===== src/rtl/data_memory_arbiter_pkg.sv =====
// rtl/data_memory_arbiter_pkg.sv - shared constants, state and tag types for the data memory arbiter
package data_memory_arbiter_pkg;

   localparam logic [1:0] REGION_RAM      = 2'b00;
   localparam logic [1:0] REGION_IO_READ  = 2'b01;
   localparam logic [1:0] REGION_IO_WRITE = 2'b10;

   localparam logic PORT_CPU = 1'b0;
   localparam logic PORT_AUX = 1'b1;

   typedef enum logic {
      IDLE,
      IO_HOLD
   } state_t;

   // One outstanding read: which port it belongs to and whether it is live.
   typedef struct packed {
      logic valid;
      logic port;
   } tag_t;

   // Only the IO-read region needs the address held for a second cycle;
   // every other region returns read data with RAM timing.
   function automatic logic needs_io_hold(input logic [1:0] region);
      logic hold;
      case (region)
         REGION_IO_READ:              hold = 1'b1;
         REGION_RAM, REGION_IO_WRITE: hold = 1'b0;
         default:                     hold = 1'b0;
      endcase
      return hold;
   endfunction

endpackage


===== src/rtl/data_memory_arbiter_if.sv =====
// rtl/data_memory_arbiter_if.sv - requester and data_memory signal bundle for the arbiter
interface data_memory_arbiter_if;

   logic        p0_req;
   logic        p0_we;
   logic [31:0] p0_address;
   logic [3:0]  p0_byteena;
   logic [31:0] p0_data;
   logic        p0_ack;
   logic        p0_rvalid;
   logic [31:0] p0_rdata;

   logic        p1_req;
   logic        p1_we;
   logic [31:0] p1_address;
   logic [3:0]  p1_byteena;
   logic [31:0] p1_data;
   logic        p1_ack;
   logic        p1_rvalid;
   logic [31:0] p1_rdata;

   logic [31:0] mem_address;
   logic [3:0]  mem_byteena;
   logic [31:0] mem_data;
   logic        mem_wren;
   logic [31:0] mem_q;

   logic        busy;

   // Arbiter side.
   modport slave (
      input  p0_req, p0_we, p0_address, p0_byteena, p0_data,
      output p0_ack, p0_rvalid, p0_rdata,
      input  p1_req, p1_we, p1_address, p1_byteena, p1_data,
      output p1_ack, p1_rvalid, p1_rdata,
      output mem_address, mem_byteena, mem_data, mem_wren,
      input  mem_q,
      output busy
   );

   // Requesters plus the data_memory itself.
   modport master (
      output p0_req, p0_we, p0_address, p0_byteena, p0_data,
      input  p0_ack, p0_rvalid, p0_rdata,
      output p1_req, p1_we, p1_address, p1_byteena, p1_data,
      input  p1_ack, p1_rvalid, p1_rdata,
      input  mem_address, mem_byteena, mem_data, mem_wren,
      output mem_q,
      input  busy
   );

endinterface


===== src/rtl/data_memory_arbiter_grant_select.sv =====
// rtl/data_memory_arbiter_grant_select.sv - grant choice; DATA_MEMORY_ARBITER_ROUND_ROBIN_EN selects round-robin
module arbiter_grant_select
   import data_memory_arbiter_pkg::*;
#(
   parameter int STARVE_LIMIT = 4
) (
   input  logic clock,
   input  logic reset,
   input  logic enable,
   input  logic p0_req,
   input  logic p1_req,
   output logic grant_valid,
   output logic grant_port
);

   assign grant_valid = enable & (p0_req | p1_req);

`ifdef DATA_MEMORY_ARBITER_ROUND_ROBIN_EN

   logic last_q, last_d;

   // On a conflict the port that did not win last time gets the grant.
   always_comb begin
      grant_port = PORT_CPU;
      if (p1_req && (!p0_req || last_q == PORT_CPU)) grant_port = PORT_AUX;
      last_d = last_q;
      if (grant_valid) last_d = grant_port;
   end

   // Last-winner flop; starts at port 1 so port 0 takes the first conflict.
   always_ff @(posedge clock) begin
      if (reset) last_q <= PORT_AUX;
      else       last_q <= last_d;
   end

`else

   localparam int CW = $clog2(STARVE_LIMIT + 1);

   logic [CW-1:0] count_q, count_d;
   logic          starved;

   assign starved = (count_q == CW'(STARVE_LIMIT));

   // Port 0 has priority until port 1 has waited through STARVE_LIMIT port-0 grants.
   always_comb begin
      grant_port = PORT_CPU;
      if (p1_req && (!p0_req || starved)) grant_port = PORT_AUX;
      count_d = count_q;
      if (!p1_req) begin
         count_d = '0;
      end else if (grant_valid) begin
         if (grant_port == PORT_AUX) count_d = '0;
         else if (!starved)          count_d = count_q + 1'b1;
      end
   end

   // Starvation counter register.
   always_ff @(posedge clock) begin
      if (reset) count_q <= '0;
      else       count_q <= count_d;
   end

`endif

endmodule


===== src/rtl/data_memory_arbiter_reg.sv =====
// rtl/data_memory_arbiter_reg.sv - plain register with synchronous active-high clear
module data_memory_arbiter_reg #(
   parameter int WIDTH = 1
) (
   input  logic             clock,
   input  logic             reset,
   input  logic [WIDTH-1:0] d,
   output logic [WIDTH-1:0] q
);

   // Capture d every cycle; reset clears to zero.
   always_ff @(posedge clock) begin
      if (reset) q <= '0;
      else       q <= d;
   end

endmodule


===== src/rtl/data_memory_arbiter.sv =====
// rtl/data_memory_arbiter.sv - shares data_memory between the CPU port and the DMA/debug port
module data_memory_arbiter
   import data_memory_arbiter_pkg::*;
#(
   parameter int STARVE_LIMIT = 4
) (
   input logic                 clock,
   input logic                 reset,
   data_memory_arbiter_if.slave bus
);

   state_t      state_q, state_d;
   logic [31:0] address_q, address_d;
   logic [31:0] data_q, data_d;
   logic [3:0]  byteena_q, byteena_d;
   tag_t        hold_tag_q, hold_tag_d;
   tag_t        ret_tag_q, ret_tag_d;

   logic        grant_enable, grant_valid, grant_port;
   logic        sel_we;
   logic [31:0] sel_address, sel_data;
   logic [3:0]  sel_byteena;
   logic        wren, ack0, ack1, ret0, ret1;

   assign grant_enable = !reset && (state_q == IDLE);

   arbiter_grant_select #(
      .STARVE_LIMIT (STARVE_LIMIT)
   ) u_grant (
      .clock       (clock),
      .reset       (reset),
      .enable      (grant_enable),
      .p0_req      (bus.p0_req),
      .p1_req      (bus.p1_req),
      .grant_valid (grant_valid),
      .grant_port  (grant_port)
   );

   // Steer the selected port's request fields toward the memory.
   always_comb begin
      sel_we      = bus.p0_we;
      sel_address = bus.p0_address;
      sel_byteena = bus.p0_byteena;
      sel_data    = bus.p0_data;
      if (grant_port == PORT_AUX) begin
         sel_we      = bus.p1_we;
         sel_address = bus.p1_address;
         sel_byteena = bus.p1_byteena;
         sel_data    = bus.p1_data;
      end
   end

   // Issue the grant, hold the bus through IO reads and tag outgoing reads.
   // An IO read parks its tag in hold_tag for one cycle before it reaches ret_tag.
   always_comb begin
      state_d    = state_q;
      address_d  = address_q;
      byteena_d  = byteena_q;
      data_d     = data_q;
      hold_tag_d = '0;
      ret_tag_d  = hold_tag_q;
      wren       = 1'b0;
      ack0       = 1'b0;
      ack1       = 1'b0;
      if (reset) begin
         state_d   = IDLE;
         address_d = '0;
         byteena_d = '0;
         data_d    = '0;
         ret_tag_d = '0;
      end else if (state_q == IO_HOLD) begin
         state_d = IDLE;
      end else if (grant_valid) begin
         address_d = sel_address;
         byteena_d = sel_byteena;
         data_d    = sel_data;
         wren      = sel_we;
         ack0      = (grant_port == PORT_CPU);
         ack1      = (grant_port == PORT_AUX);
         if (!sel_we) begin
            if (needs_io_hold(sel_address[11:10])) begin
               state_d    = IO_HOLD;
               hold_tag_d = '{valid: 1'b1, port: grant_port};
            end else begin
               ret_tag_d  = '{valid: 1'b1, port: grant_port};
            end
         end
      end
   end

   // State and last-driven memory fields.
   always_ff @(posedge clock) begin
      if (reset) begin
         state_q   <= IDLE;
         address_q <= '0;
         byteena_q <= '0;
         data_q    <= '0;
      end else begin
         state_q   <= state_d;
         address_q <= address_d;
         byteena_q <= byteena_d;
         data_q    <= data_d;
      end
   end

   data_memory_arbiter_reg #(.WIDTH($bits(tag_t))) u_hold_tag (
      .clock (clock),
      .reset (reset),
      .d     (hold_tag_d),
      .q     (hold_tag_q)
   );

   data_memory_arbiter_reg #(.WIDTH($bits(tag_t))) u_ret_tag (
      .clock (clock),
      .reset (reset),
      .d     (ret_tag_d),
      .q     (ret_tag_q)
   );

   assign ret0 = !reset && ret_tag_q.valid && (ret_tag_q.port == PORT_CPU);
   assign ret1 = !reset && ret_tag_q.valid && (ret_tag_q.port == PORT_AUX);

   assign bus.p0_ack      = ack0;
   assign bus.p1_ack      = ack1;
   assign bus.p0_rvalid   = ret0;
   assign bus.p1_rvalid   = ret1;
   assign bus.p0_rdata    = ret0 ? bus.mem_q : 32'h0;
   assign bus.p1_rdata    = ret1 ? bus.mem_q : 32'h0;
   assign bus.mem_address = address_d;
   assign bus.mem_byteena = byteena_d;
   assign bus.mem_data    = data_d;
   assign bus.mem_wren    = wren;
   assign bus.busy        = !reset && ((state_q == IO_HOLD) || ret_tag_q.valid);

endmodule


===== src/flat_wrapper.sv =====
// flat-port wrapper written by rule: the top's interface ports become plain ports
module data_memory_arbiter_flat import data_memory_arbiter_pkg::*;
#(
   parameter int STARVE_LIMIT = 4
)
  (clock, reset, bus_p0_req, bus_p0_we, bus_p0_address, bus_p0_byteena, bus_p0_data, bus_p0_ack, bus_p0_rvalid, bus_p0_rdata, bus_p1_req, bus_p1_we, bus_p1_address, bus_p1_byteena, bus_p1_data, bus_p1_ack, bus_p1_rvalid, bus_p1_rdata, bus_mem_address, bus_mem_byteena, bus_mem_data, bus_mem_wren, bus_mem_q, bus_busy);
  data_memory_arbiter_if bus_i ();
  input logic clock;
  input logic reset;
  input wire logic [$bits(bus_i.p0_req)-1:0] bus_p0_req;
  input wire logic [$bits(bus_i.p0_we)-1:0] bus_p0_we;
  input wire logic [$bits(bus_i.p0_address)-1:0] bus_p0_address;
  input wire logic [$bits(bus_i.p0_byteena)-1:0] bus_p0_byteena;
  input wire logic [$bits(bus_i.p0_data)-1:0] bus_p0_data;
  output wire logic [$bits(bus_i.p0_ack)-1:0] bus_p0_ack;
  output wire logic [$bits(bus_i.p0_rvalid)-1:0] bus_p0_rvalid;
  output wire logic [$bits(bus_i.p0_rdata)-1:0] bus_p0_rdata;
  input wire logic [$bits(bus_i.p1_req)-1:0] bus_p1_req;
  input wire logic [$bits(bus_i.p1_we)-1:0] bus_p1_we;
  input wire logic [$bits(bus_i.p1_address)-1:0] bus_p1_address;
  input wire logic [$bits(bus_i.p1_byteena)-1:0] bus_p1_byteena;
  input wire logic [$bits(bus_i.p1_data)-1:0] bus_p1_data;
  output wire logic [$bits(bus_i.p1_ack)-1:0] bus_p1_ack;
  output wire logic [$bits(bus_i.p1_rvalid)-1:0] bus_p1_rvalid;
  output wire logic [$bits(bus_i.p1_rdata)-1:0] bus_p1_rdata;
  output wire logic [$bits(bus_i.mem_address)-1:0] bus_mem_address;
  output wire logic [$bits(bus_i.mem_byteena)-1:0] bus_mem_byteena;
  output wire logic [$bits(bus_i.mem_data)-1:0] bus_mem_data;
  output wire logic [$bits(bus_i.mem_wren)-1:0] bus_mem_wren;
  input wire logic [$bits(bus_i.mem_q)-1:0] bus_mem_q;
  output wire logic [$bits(bus_i.busy)-1:0] bus_busy;
  assign bus_i.p0_req = bus_p0_req;
  assign bus_i.p0_we = bus_p0_we;
  assign bus_i.p0_address = bus_p0_address;
  assign bus_i.p0_byteena = bus_p0_byteena;
  assign bus_i.p0_data = bus_p0_data;
  assign bus_p0_ack = bus_i.p0_ack;
  assign bus_p0_rvalid = bus_i.p0_rvalid;
  assign bus_p0_rdata = bus_i.p0_rdata;
  assign bus_i.p1_req = bus_p1_req;
  assign bus_i.p1_we = bus_p1_we;
  assign bus_i.p1_address = bus_p1_address;
  assign bus_i.p1_byteena = bus_p1_byteena;
  assign bus_i.p1_data = bus_p1_data;
  assign bus_p1_ack = bus_i.p1_ack;
  assign bus_p1_rvalid = bus_i.p1_rvalid;
  assign bus_p1_rdata = bus_i.p1_rdata;
  assign bus_mem_address = bus_i.mem_address;
  assign bus_mem_byteena = bus_i.mem_byteena;
  assign bus_mem_data = bus_i.mem_data;
  assign bus_mem_wren = bus_i.mem_wren;
  assign bus_i.mem_q = bus_mem_q;
  assign bus_busy = bus_i.busy;
  data_memory_arbiter #(.STARVE_LIMIT(STARVE_LIMIT)) u_core (.clock(clock), .reset(reset), .bus(bus_i));
endmodule

===== config.mk =====
export PLATFORM = sky130hd
export DESIGN_NAME = data_memory_arbiter_flat
export DESIGN_NICKNAME = d
export VERILOG_FILES = /design/src/rtl/data_memory_arbiter_pkg.sv /design/src/rtl/data_memory_arbiter_if.sv /design/src/rtl/data_memory_arbiter_grant_select.sv /design/src/rtl/data_memory_arbiter_reg.sv /design/src/rtl/data_memory_arbiter.sv /design/src/flat_wrapper.sv
export SDC_FILE = /design/constraint.sdc
export NUM_CORES = 1
export LEC_CHECK = 0
export CORE_AREA = 2 2 121 123
export DETAILED_ROUTE_END_ITERATION = 6
export DIE_AREA = 0 0 123 125
export PLACE_DENSITY = 0.77
export SYNTH_ARGS = -nofsm -noshare
export SYNTH_HDL_FRONTEND = slang
export SYNTH_HIERARCHICAL = 1
export SYNTH_SLANG_ARGS = --single-unit

===== constraint.sdc =====
create_clock -name clock -period 4.7 [get_ports clock]
set_input_delay 1.175 -clock clock [delete_from_list [all_inputs] [get_ports clock]]
set_output_delay 1.175 -clock clock [all_outputs]
set_load 0.02 [all_outputs]

=== Word-level counts from Yosys, hierarchy flattened ===
Cells that the tools add are included.

* Flip-flop bits (word level): 76
* Bits of input ports: 174
* Word-level logic and storage cells: 72

* Add/sub/neg operators: 1
* Eq/ne operators: 3
* Muxes and demuxes: 38
* Bitwise operators: 8
* Reductions and logical operators: 14

{| class="wikitable"
|+ Operators by type and width
! operator !! number
|-
| 2-to-1 mux 32 bit || 10
|-
| 2-to-1 mux 1 bit || 17
|-
| 2-to-1 mux 4 bit || 4
|-
| 2-to-1 mux 2 bit || 5
|-
| logical AND 1 bit || 6
|-
| 2-to-1 mux 3 bit || 2
|-
| NOT 1 bit || 6
|-
| OR reduction 5 bit || 1
|-
| OR reduction 4 bit || 1
|-
| adder 3 x 1 -> 3 bit, second input constant || 1
|-
| == test 3 bit, second input constant || 1
|-
| == test 2 x 1 -> 1 bit, second input constant || 1
|-
| zero test 1 bit || 2
|-
| logical OR 1 bit || 2
|-
| != test 2 x 1 -> 1 bit, second input constant || 1
|-
| AND reduction 2 bit || 1
|-
| OR reduction 2 bit || 1
|-
| bitwise AND 1 bit || 1
|-
| OR 1 bit || 1
|}

=== Longest topological paths before layout ===
Gate-level depths: netlist (run 1).

* Depth in word-level cells: 15
* Mapped depth: 10
* Depth with buffers taken out: 8

=== Modules after synthesis ===
Netlist (run 1), hierarchy kept.

{| class="wikitable"
|+ By module, submodules not included
! module !! times used !! cells an instance !! area each (µm²)
|-
| data_memory_arbiter || 1 || 415 || 3957.5
|-
| arbiter_grant_select || 1 || 21 || 195.2
|-
| data_memory_arbiter_reg || 2 || 4 || 52.6
|}

=== Worst setup path before layout (run 1) ===
OpenSTA, ideal clock, no wires.

* Path kind: input to output
* Start: in reset
* End: out bus_mem_address[10]
* Data arrival time: 3007 ps
* Setup slack: 518 ps
* Stages: 9
* Path buffers: 4
* Path through: buf_2 > buf_1 > nor2_1 > o21a_1 > nor2b_1 > buf_2 > buf_2 > nor2_1 > a211oi_1

* Cells in the longest elaborated chain, start to end: 6

{| class="wikitable"
|+ RTL lines
! what !! RTL line !! text
|-
| start, declared || flat_wrapper.sv:9 || <nowiki>input logic reset;</nowiki>
|-
| zero test 1 bit || data_memory_arbiter.sv:25 || <nowiki>assign grant_enable = !reset && (state_q == IDLE);</nowiki>
|-
| logical AND 1 bit || data_memory_arbiter.sv:25 ||
|-
| named net u_core.grant_enable || data_memory_arbiter.sv:19 || <nowiki>logic grant_enable, grant_valid, grant_port;</nowiki>
|-
| bitwise AND 1 bit || data_memory_arbiter_grant_select.sv:16 || <nowiki>assign grant_valid = enable & (p0_req | p1_req);</nowiki>
|-
| named net u_core.grant_valid || data_memory_arbiter.sv:19 ||
|-
| 2-to-1 mux 32 bit || data_memory_arbiter.sv:73 || <nowiki>end else if (grant_valid) begin</nowiki>
|-
| 2-to-1 mux 32 bit || data_memory_arbiter.sv:71 || <nowiki>end else if (state_q == IO_HOLD) begin</nowiki>
|-
| 2-to-1 mux 32 bit || data_memory_arbiter.sv:65 || <nowiki>if (reset) begin</nowiki>
|-
| end, declared || flat_wrapper.sv:26 || <nowiki>output wire logic [$bits(bus_i.mem_address)-1:0] bus_mem_address;</nowiki>
|}

The timed path passes the listed nets, and every way through them passes these cells.

=== Final worst setup path (run 1) ===
* Start: in bus_p0_req
* End: out bus_mem_wren

* Cells in the longest elaborated chain, start to end: 8

{| class="wikitable"
|+ RTL lines
! what !! RTL line !! text
|-
| start, declared || flat_wrapper.sv:10 || <nowiki>input wire logic [$bits(bus_i.p0_req)-1:0] bus_p0_req;</nowiki>
|-
| zero test 1 bit || data_memory_arbiter_grant_select.sv:48 || <nowiki>if (p1_req && (!p0_req || starved)) grant_port = PORT_AUX;</nowiki>
|-
| logical OR 1 bit || data_memory_arbiter_grant_select.sv:48 ||
|-
| logical AND 1 bit || data_memory_arbiter_grant_select.sv:48 ||
|-
| 2-to-1 mux 1 bit || data_memory_arbiter_grant_select.sv:48 ||
|-
| named net u_core.grant_port || data_memory_arbiter.sv:19 ||
|-
| 2-to-1 mux 1 bit || data_memory_arbiter.sv:45 || <nowiki>if (grant_port == PORT_AUX) begin</nowiki>
|-
| 2-to-1 mux 1 bit || data_memory_arbiter.sv:73 ||
|-
| 2-to-1 mux 1 bit || data_memory_arbiter.sv:71 ||
|-
| 2-to-1 mux 1 bit || data_memory_arbiter.sv:65 ||
|-
| end, declared || flat_wrapper.sv:29 || <nowiki>output wire logic [$bits(bus_i.mem_wren)-1:0] bus_mem_wren;</nowiki>
|}

The timed path passes the listed nets, and every way through them passes these cells.

==> results of run 1 <==
## registers in the layout (all words and copies together), names as in the netlist
register and cells:
u_core/byteena_q 4, u_core/u_hold_tag/q 2, u_core/u_ret_tag/q 2, u_core/u_grant/count_q 3
u_core/state_q 1, u_core/address_q 32, u_core/data_q 32
## worst paths after layout
kind,to,start,slack [ns]
worst max-delay path,bus_mem_wren,bus_p0_req,0.12
worst min-delay path,u_core/address_q[2],u_core/address_q[2],0.49
worst max register to register,u_core/u_ret_tag/q[0],u_core/u_grant/count_q[0],2.20
worst min register to register,u_core/address_q[2],u_core/address_q[2],0.49
## metal layers
layer | wire [um] | part of all wire | track usage | vias to the layer above
li1 | - | - | - | 2397
met1 | 5700 | 0.35 | 0.186 | 2341
met2 | 8460 | 0.52 | 0.373 | 230
met3 | 1590 | 0.098 | 0.0712 | 34
met4 | 483 | 0.030 | 0.0862 | 0
met5 | 0 | 0 | 0 | -
## metrics by stage
step                setup slack, ns  hold slack, ns
global placement            -0.0792           0.468
global route                 0.0600           0.501
detailed placement           -0.142           0.475
finish                        0.120           0.491
floorplan                     0.518           0.456
CTS                          0.0246           0.492
## cells in the final DEF (no fill, tap or decap), types with 7 or more instances in the layout
| master | Yosys | final |
|---|---|---|
| sky130_fd_sc_hd__dlygate4sd2_1 | 0 | 62 |
| sky130_fd_sc_hd__a221o_1 | 120 | 120 |
| sky130_fd_sc_hd__buf_12 | 0 | 8 |
| sky130_fd_sc_hd__dfxtp_1 | 76 | 76 |
| sky130_fd_sc_hd__nor2_1 | 13 | 12 |
| sky130_fd_sc_hd__nand2b_1 | 7 | 7 |
| sky130_fd_sc_hd__mux2i_1 | 10 | 10 |
| sky130_fd_sc_hd__buf_4 | 1 | 46 |
| sky130_fd_sc_hd__a211oi_1 | 16 | 16 |
| sky130_fd_sc_hd__and2_1 | 124 | 124 |
| sky130_fd_sc_hd__clkbuf_16 | 0 | 9 |
| sky130_fd_sc_hd__clkdlybuf4s50_1 | 0 | 243 |
## layout make-up
type / instances / area share
clock buffers: 10 / 0.0282
clock inverters: 6 / 0.00508
inverters: 3 / 0.00139
multi-input cells: 319 / 0.312
flip-flops and latches: 76 / 0.187
well taps: 184 / 0.0283
repair buffers: 365 / 0.437
## where the power goes
group | switching [mW] | internal, mW | total [mW] | leakage [nW]
registers | 0.0236 | 0.689 | 0.713 | 0.624
logic | 0.209 | 0.280 | 0.488 | 2.76
clock network | 0.285 | 0.357 | 0.641 | 0.124
## cells by family after synthesis
family	Yosys count	share of synthesized area
muxes	10	0.0235
DFF	76	0.357
and+or+nand+nor	164	0.238
buffers and inverters	49	0.0514
adders and majority gates	2	0.00588
AOI/OAI and AO/OA	143	0.324
## what timing repair did
item | CTS | global route
setup buffers | 0 | 1
cloned | 0 | 0
pin swaps | 0 | 0
gates resized for setup | 63 | 6
setup endpoints to repair | 65 | 10
hold buffers | 0 | 0
==> out/summary.json, run 1 <==
{
  "outcome": {
    "status": "complete, no violations"
  },
  "floorplan": {
    "die_y_um": 125,
    "die_area_um2": 15400,
    "die_w_um": 123,
    "core-area_um2": 14200,
    "floorplan.rows": 44,
    "floorplan.io_pins": 312,
    "start_util": 0.300
  },
  "detailed_routing": {
    "routed-via-count": 5002,
    "detail_route_antenna_nets": 0,
    "first_iter_violations": 234,
    "vias_per_cell": 5.19,
    "wire_per_inst_um": 16.9,
    "detailedRoute.firstPassIterationCount": 6,
    "drt-total-wl_mm": 16.2,
    "drc": 0
  },
  "yosys": {
    "synth_ff_type": "sky130_fd_sc_hd__dfxtp_1",
    "ys_types": 30,
    "synth_commonest_cells": "124 x sky130_fd_sc_hd__and2_1, 120 x sky130_fd_sc_hd__a221o_1, 76 x sky130_fd_sc_hd__dfxtp_1",
    "ys_seq_elements": 76,
    "yosys.cell_count.top_type": "sky130_fd_sc_hd__and2_1",
    "synth_top_cell_by_area": "sky130_fd_sc_hd__dfxtp_1",
    "synthTopCellsByArea": "sky130_fd_sc_hd__dfxtp_1 36%, sky130_fd_sc_hd__a221o_1 28%, sky130_fd_sc_hd__and2_1 18%",
    "postSynthNetCount": 620,
    "yosys_warnings": 6,
    "syn_area_um2": 4260,
    "async_reset_ff_frac": 0,
    "synth_enable_flop_cells": 0,
    "synthesis.instances": 444,
    "seq_area_frac_synth": 0.357,
    "netlist.area_leader.share": 0.357,
    "synthesized_area_per_cell_um2": 9.59
  },
  "clock_tree": {
    "h-tree-depth": 3,
    "cts_root_buf": "sky130_fd_sc_hd__clkbuf_16",
    "clock-sinks": 76,
    "clk-insertion-delay-late_ns": 0.34,
    "numCtsBuffers": 9,
    "cts_tree": "built",
    "cts_max_path_bufs": 2,
    "cts_clk_pin_slew_worst_paths_ns": 0.06
  },
  "finish": {
    "final_layout_size_suffix_gt1_frac": 0.0988,
    "multi_input_area_um2": 2540,
    "sequential_cell_area_um2": 1520,
    "final_net_count": 950,
    "syn_to_final_growth_pct": 90.9,
    "final_util": 0.572,
    "final.fill_count": 1232,
    "layout.cell_area.non_filler_um2": 8130,
    "diodes": 0,
    "final_cell_count_no_fill": 963
  },
  "worst_setup_path": {
    "worst-path-buf-inv": 3,
    "setup.worst_path.end_class": "primary output",
    "cp_cell_sequence": "clkdlybuf4s50_1 > a21boi_4 > and2b_2 > buf_4 > mux2i_1 > nor3_1 > clkdlybuf4s50_1",
    "crit_top_cell": "sky130_fd_sc_hd__clkdlybuf4s50_1",
    "timing.setup.critical_path_class": "in2out",
    "critical-path-top-delay-family": "buffers and inverters",
    "worstPathArrival_ns": 3.40,
    "worstRegToRegCells": 9,
    "critical_path.max_fanout": 12,
    "worstSetupStartpointType": "input pin",
    "critical_path_top_delay_cell": "sky130_fd_sc_hd__clkdlybuf4s50_1",
    "crit_required_ns": 3.52,
    "worstSetupPathDepth": 7,
    "max_stage_delay_ns": 0.65
  },
  "placed_design": {
    "hpwl_mm": 12.5,
    "placedInstanceArea_um2": 7910,
    "gp_congestion": 0.793,
    "portbufs": 311,
    "numPlacedInstances": 946
  },
  "power": {
    "p_total_mw": 1.84,
    "power_leakage_nw": 3.51,
    "power_per_cell_area_nw_per_um2": 227,
    "irDropWorstVdd_mv": 0.130
  },
  "global_routing": {
    "antenna_found_initial": 0,
    "grt_pass1_vias": 4944,
    "grt_start_max_net_pins": 59,
    "global_route.overflow_total": 0,
    "grt_util_all_layers": 0.197,
    "global_route_wire_length_before_repair_mm": 23.9
  },
  "sta": {
    "worst_pin_slew_ns": 0.518,
    "min_period_over_period": 0.974,
    "rsz0062_at_grt": "no",
    "totalNegativeSetupSlack_ns": 0,
    "final-hold-violation-count": 0,
    "post_route_clock_skew_ns": 0.0104,
    "maxClockFrequency_mhz": 218,
    "max-slew-margin-rel": 0.650,
    "timing.final.max_slew_violations": 0,
    "finalWorstPathRequiredPeriod_ns": 4.58,
    "setup_viol_count_final": 0
  },
  "hold_path": {
    "holdPathStages": 1,
    "hold_path_class": "reg2reg"
  },
  "run": {
    "cap_violations": 0
  }
}
Power figures use the tool's default switching activity.
==> inputs of run 2 (changes only) <==
--- a/config.mk
+++ b/config.mk
@@ -5,11 +5,10 @@
 export SDC_FILE = /design/constraint.sdc
 export NUM_CORES = 1
 export LEC_CHECK = 0
-export CORE_AREA = 2 2 121 123
+export CORE_AREA = 2 2 120 122
 export DETAILED_ROUTE_END_ITERATION = 6
-export DIE_AREA = 0 0 123 125
-export PLACE_DENSITY = 0.77
+export DIE_AREA = 0 0 122 124
+export PLACE_DENSITY = 0.82
 export SYNTH_ARGS = -nofsm -noshare
 export SYNTH_HDL_FRONTEND = slang
-export SYNTH_HIERARCHICAL = 1
 export SYNTH_SLANG_ARGS = --single-unit
==> run 2 against run 1 <==
  * Clock skew is 0.0066 ns lower
  * Cell count is 9.7% higher
  * Utilization rose by 3.7 points
  * Synthesized cell count increased by 37%
  * Global-route usage increased by 3.8 points
  * Register-to-register slack better by 0.80 ns
  * Combinational power up 30%
  * Sequential power decreased by 1%
  * Critical path type unchanged
  * Critical path depth decreased by 1
  * Routed wire length up 17%
==> out/summary.json, run 2 <==
{
  "clock_tree": {
    "h-tree-depth": 3,
    "clock-sinks": 75,
    "cts_tree": "built",
    "cts_max_path_bufs": 2,
    "cts_setup_buffers": 0,
    "cts_root_buf": "sky130_fd_sc_hd__clkbuf_16",
    "cts_clk_pin_slew_worst_paths_ns": 0.06,
    "cts.repair.resized": 0,
    "cts.hold.buffers_added": 0,
    "clk-insertion-delay-late_ns": 0.33,
    "numCtsBuffers": 9
  },
  "global_routing": {
    "grt_util_all_layers": 0.235,
    "global_route.overflow_total": 0,
    "grt_start_max_net_pins": 75,
    "global_route_wire_length_before_repair_mm": 28.1,
    "grt_pass1_vias": 5414,
    "antenna_found_initial": 0
  },
  "finish": {
    "layout.cell_area.non_filler_um2": 8360,
    "biggestRegsByFlops": "u_core.address_q: 32 flops, u_core.data_q: 32 flops, u_core.byteena_q: 4 flops",
    "syn_to_final_growth_pct": 75.5,
    "mostFrequentLayoutCells": "308 x sky130_fd_sc_hd__clkdlybuf4s50_1, 132 x sky130_fd_sc_hd__o221ai_1, 75 x sky130_fd_sc_hd__dfxtp_1",
    "final_layout_size_suffix_gt1_frac": 0.0479,
    "diodes": 0,
    "final_util": 0.609,
    "final_cell_count_no_fill": 1056,
    "layout.cells.most_common": "sky130_fd_sc_hd__clkdlybuf4s50_1",
    "final_net_count": 1047,
    "final.fill_count": 1194
  },
  "yosys": {
    "async_reset_ff_frac": 0,
    "ys_types": 30,
    "synth_ff_type": "sky130_fd_sc_hd__dfxtp_1",
    "synthesis.instances": 607,
    "syn_area_um2": 4760,
    "synthTopCellsByArea": "sky130_fd_sc_hd__dfxtp_1 32%, sky130_fd_sc_hd__o221ai_1 24%, sky130_fd_sc_hd__nand4_1 8.9%",
    "postSynthNetCount": 783,
    "seq_area_frac_synth": 0.315,
    "synth_enable_flop_cells": 0,
    "synth_commonest_cells": "132 x sky130_fd_sc_hd__o221ai_1, 75 x sky130_fd_sc_hd__dfxtp_1, 72 x sky130_fd_sc_hd__inv_1",
    "synthesized_area_per_cell_um2": 7.85,
    "yosys_warnings": 0,
    "ys_seq_elements": 75,
    "synth_top_cell_by_area": "sky130_fd_sc_hd__dfxtp_1",
    "netlist.area_leader.share": 0.315,
    "yosys.cell_count.top_type": "sky130_fd_sc_hd__o221ai_1"
  },
  "sta": {
    "worst_pin_slew_ns": 0.557,
    "rsz0062_at_grt": "no",
    "totalNegativeSetupSlack_ns": 0,
    "setup_viol_count_final": 0,
    "post_route_clock_skew_ns": 0.00381,
    "final-hold-violation-count": 0,
    "finalWorstPathRequiredPeriod_ns": 4.53,
    "max-slew-margin-rel": 0.628,
    "min_period_over_period": 0.964,
    "worst_hold_slack_across_all_endpoints_ns": 0.488,
    "maxClockFrequency_mhz": 221,
    "timing.final.max_slew_violations": 0
  },
  "detailed_routing": {
    "wire_per_inst_um": 17.9,
    "drt-total-wl_mm": 18.9,
    "detailedRoute.firstPassIterationCount": 5,
    "vias_per_cell": 5.71,
    "first_iter_violations": 405,
    "drc": 0,
    "routed-via-count": 6026,
    "detail_route_antenna_nets": 0
  },
  "worst_setup_path": {
    "ff_to_ff_setup_slack_ns": 3.00,
    "crit_path_start": "reset",
    "reg2reg_from": "u_core.state_q",
    "worstSetupStartpointType": "input pin",
    "critical_path.max_fanout": 69,
    "worstPathArrival_ns": 3.35,
    "timing.setup.critical_path_class": "in2out",
    "setup.worst_path.end_class": "primary output",
    "crit_required_ns": 3.52,
    "worstSetupEndpoint": "bus_mem_address[22]",
    "worstRegToRegCells": 4,
    "r2r_end": "u_core.u_ret_tag.q[0]"
  },
  "power": {
    "power_per_cell_area_nw_per_um2": 252,
    "power_leakage_nw": 2.99,
    "irDropWorstVdd_mv": 0.144
  },
  "floorplan": {
    "start_util": 0.347,
    "floorplan.rows": 43,
    "floorplan.io_pins": 312,
    "core-area_um2": 13700,
    "die_y_um": 124,
    "die_w_um": 122,
    "die_area_um2": 15100
  },
  "placed_design": {
    "numPlacedInstances": 1040,
    "gp_congestion": 0.822,
    "placedInstanceArea_um2": 8030,
    "portbufs": 311,
    "hpwl_mm": 13.7
  },
  "hold_path": {
    "hold_path_class": "reg2reg"
  },
  "run": {
    "cap_violations": 0
  },
  "outcome": {
    "status": "complete, no violations"
  }
}
## run 2: cells by family after synthesis
logic type,after synthesis,synth area share
and+or+nand+nor,227,0.275
AOI/OAI and AO/OA,156,0.278
DFF,75,0.315
adders and majority gates,2,0.00525
buffers and inverters,147,0.126
## run 2: area by class of cell
cell class	instances	area (um2)	area share
Inverter	72	270	0.0323
Sequential cell	75	1500	0.180
Clock buffer	12	256	0.0307
Timing Repair Buffer	328	3340	0.400
Multi-Input combinational cell	385	2690	0.322
Tap cell	180	225	0.0270
Clock inverter	4	72.6	0.00868
## run 2: worst max-delay path, stage by stage
cell	delay, ns
sky130_fd_sc_hd__clkdlybuf4s50_1	0.57
sky130_fd_sc_hd__nor2_4	0.24
sky130_fd_sc_hd__buf_12	0.29
sky130_fd_sc_hd__nand3_1	0.15
sky130_fd_sc_hd__o221ai_1	0.22
sky130_fd_sc_hd__clkdlybuf4s50_1	0.67
## run 2: power by group
part | internal (mW) | switching (mW) | leakage (nW)
registers | 0.690 | 0.0144 | 0.621
clock network | 0.494 | 0.276 | 0.159
logic | 0.324 | 0.310 | 2.21
## run 2: routing by layer
metal | track usage | vias to the layer above | routed length [um]
li1 | - | 2889 | -
met1 | 0.261 | 2826 | 7210
met2 | 0.420 | 271 | 9530
met3 | 0.0705 | 40 | 1630
met4 | 0.0955 | 0 | 554
met5 | 0 | - | 0
## run 2: metrics by stage
stage	setup slack [ns]	power (mW)
global placement	0.230	1.34
detailed placement	0.196	1.35
finish	0.171	2.11
floorplan	1.30	1.02
global route	0.0519	2.20
CTS	0.166	2.13
## run 2: worst min-delay path by stage
stage	startpoint	to	slack, ns	cells past startpoint
6_report	u_core.u_grant.count_q[1]	u_core.u_grant.count_q[1]	0.49	2
5_1_grt	u_core.u_grant.count_q[0]	u_core.u_grant.count_q[0]	0.52	2
4_1_cts	u_core.u_grant.count_q[1]	u_core.u_grant.count_q[1]	0.49	2
3_5_place_dp	u_core.u_grant.count_q[1]	u_core.u_grant.count_q[1]	0.48	2
3_3_place_gp	u_core.u_grant.count_q[1]	u_core.u_grant.count_q[1]	0.46	2
2_1_floorplan	u_core.u_grant.count_q[1]	u_core.u_grant.count_q[1]	0.45	2
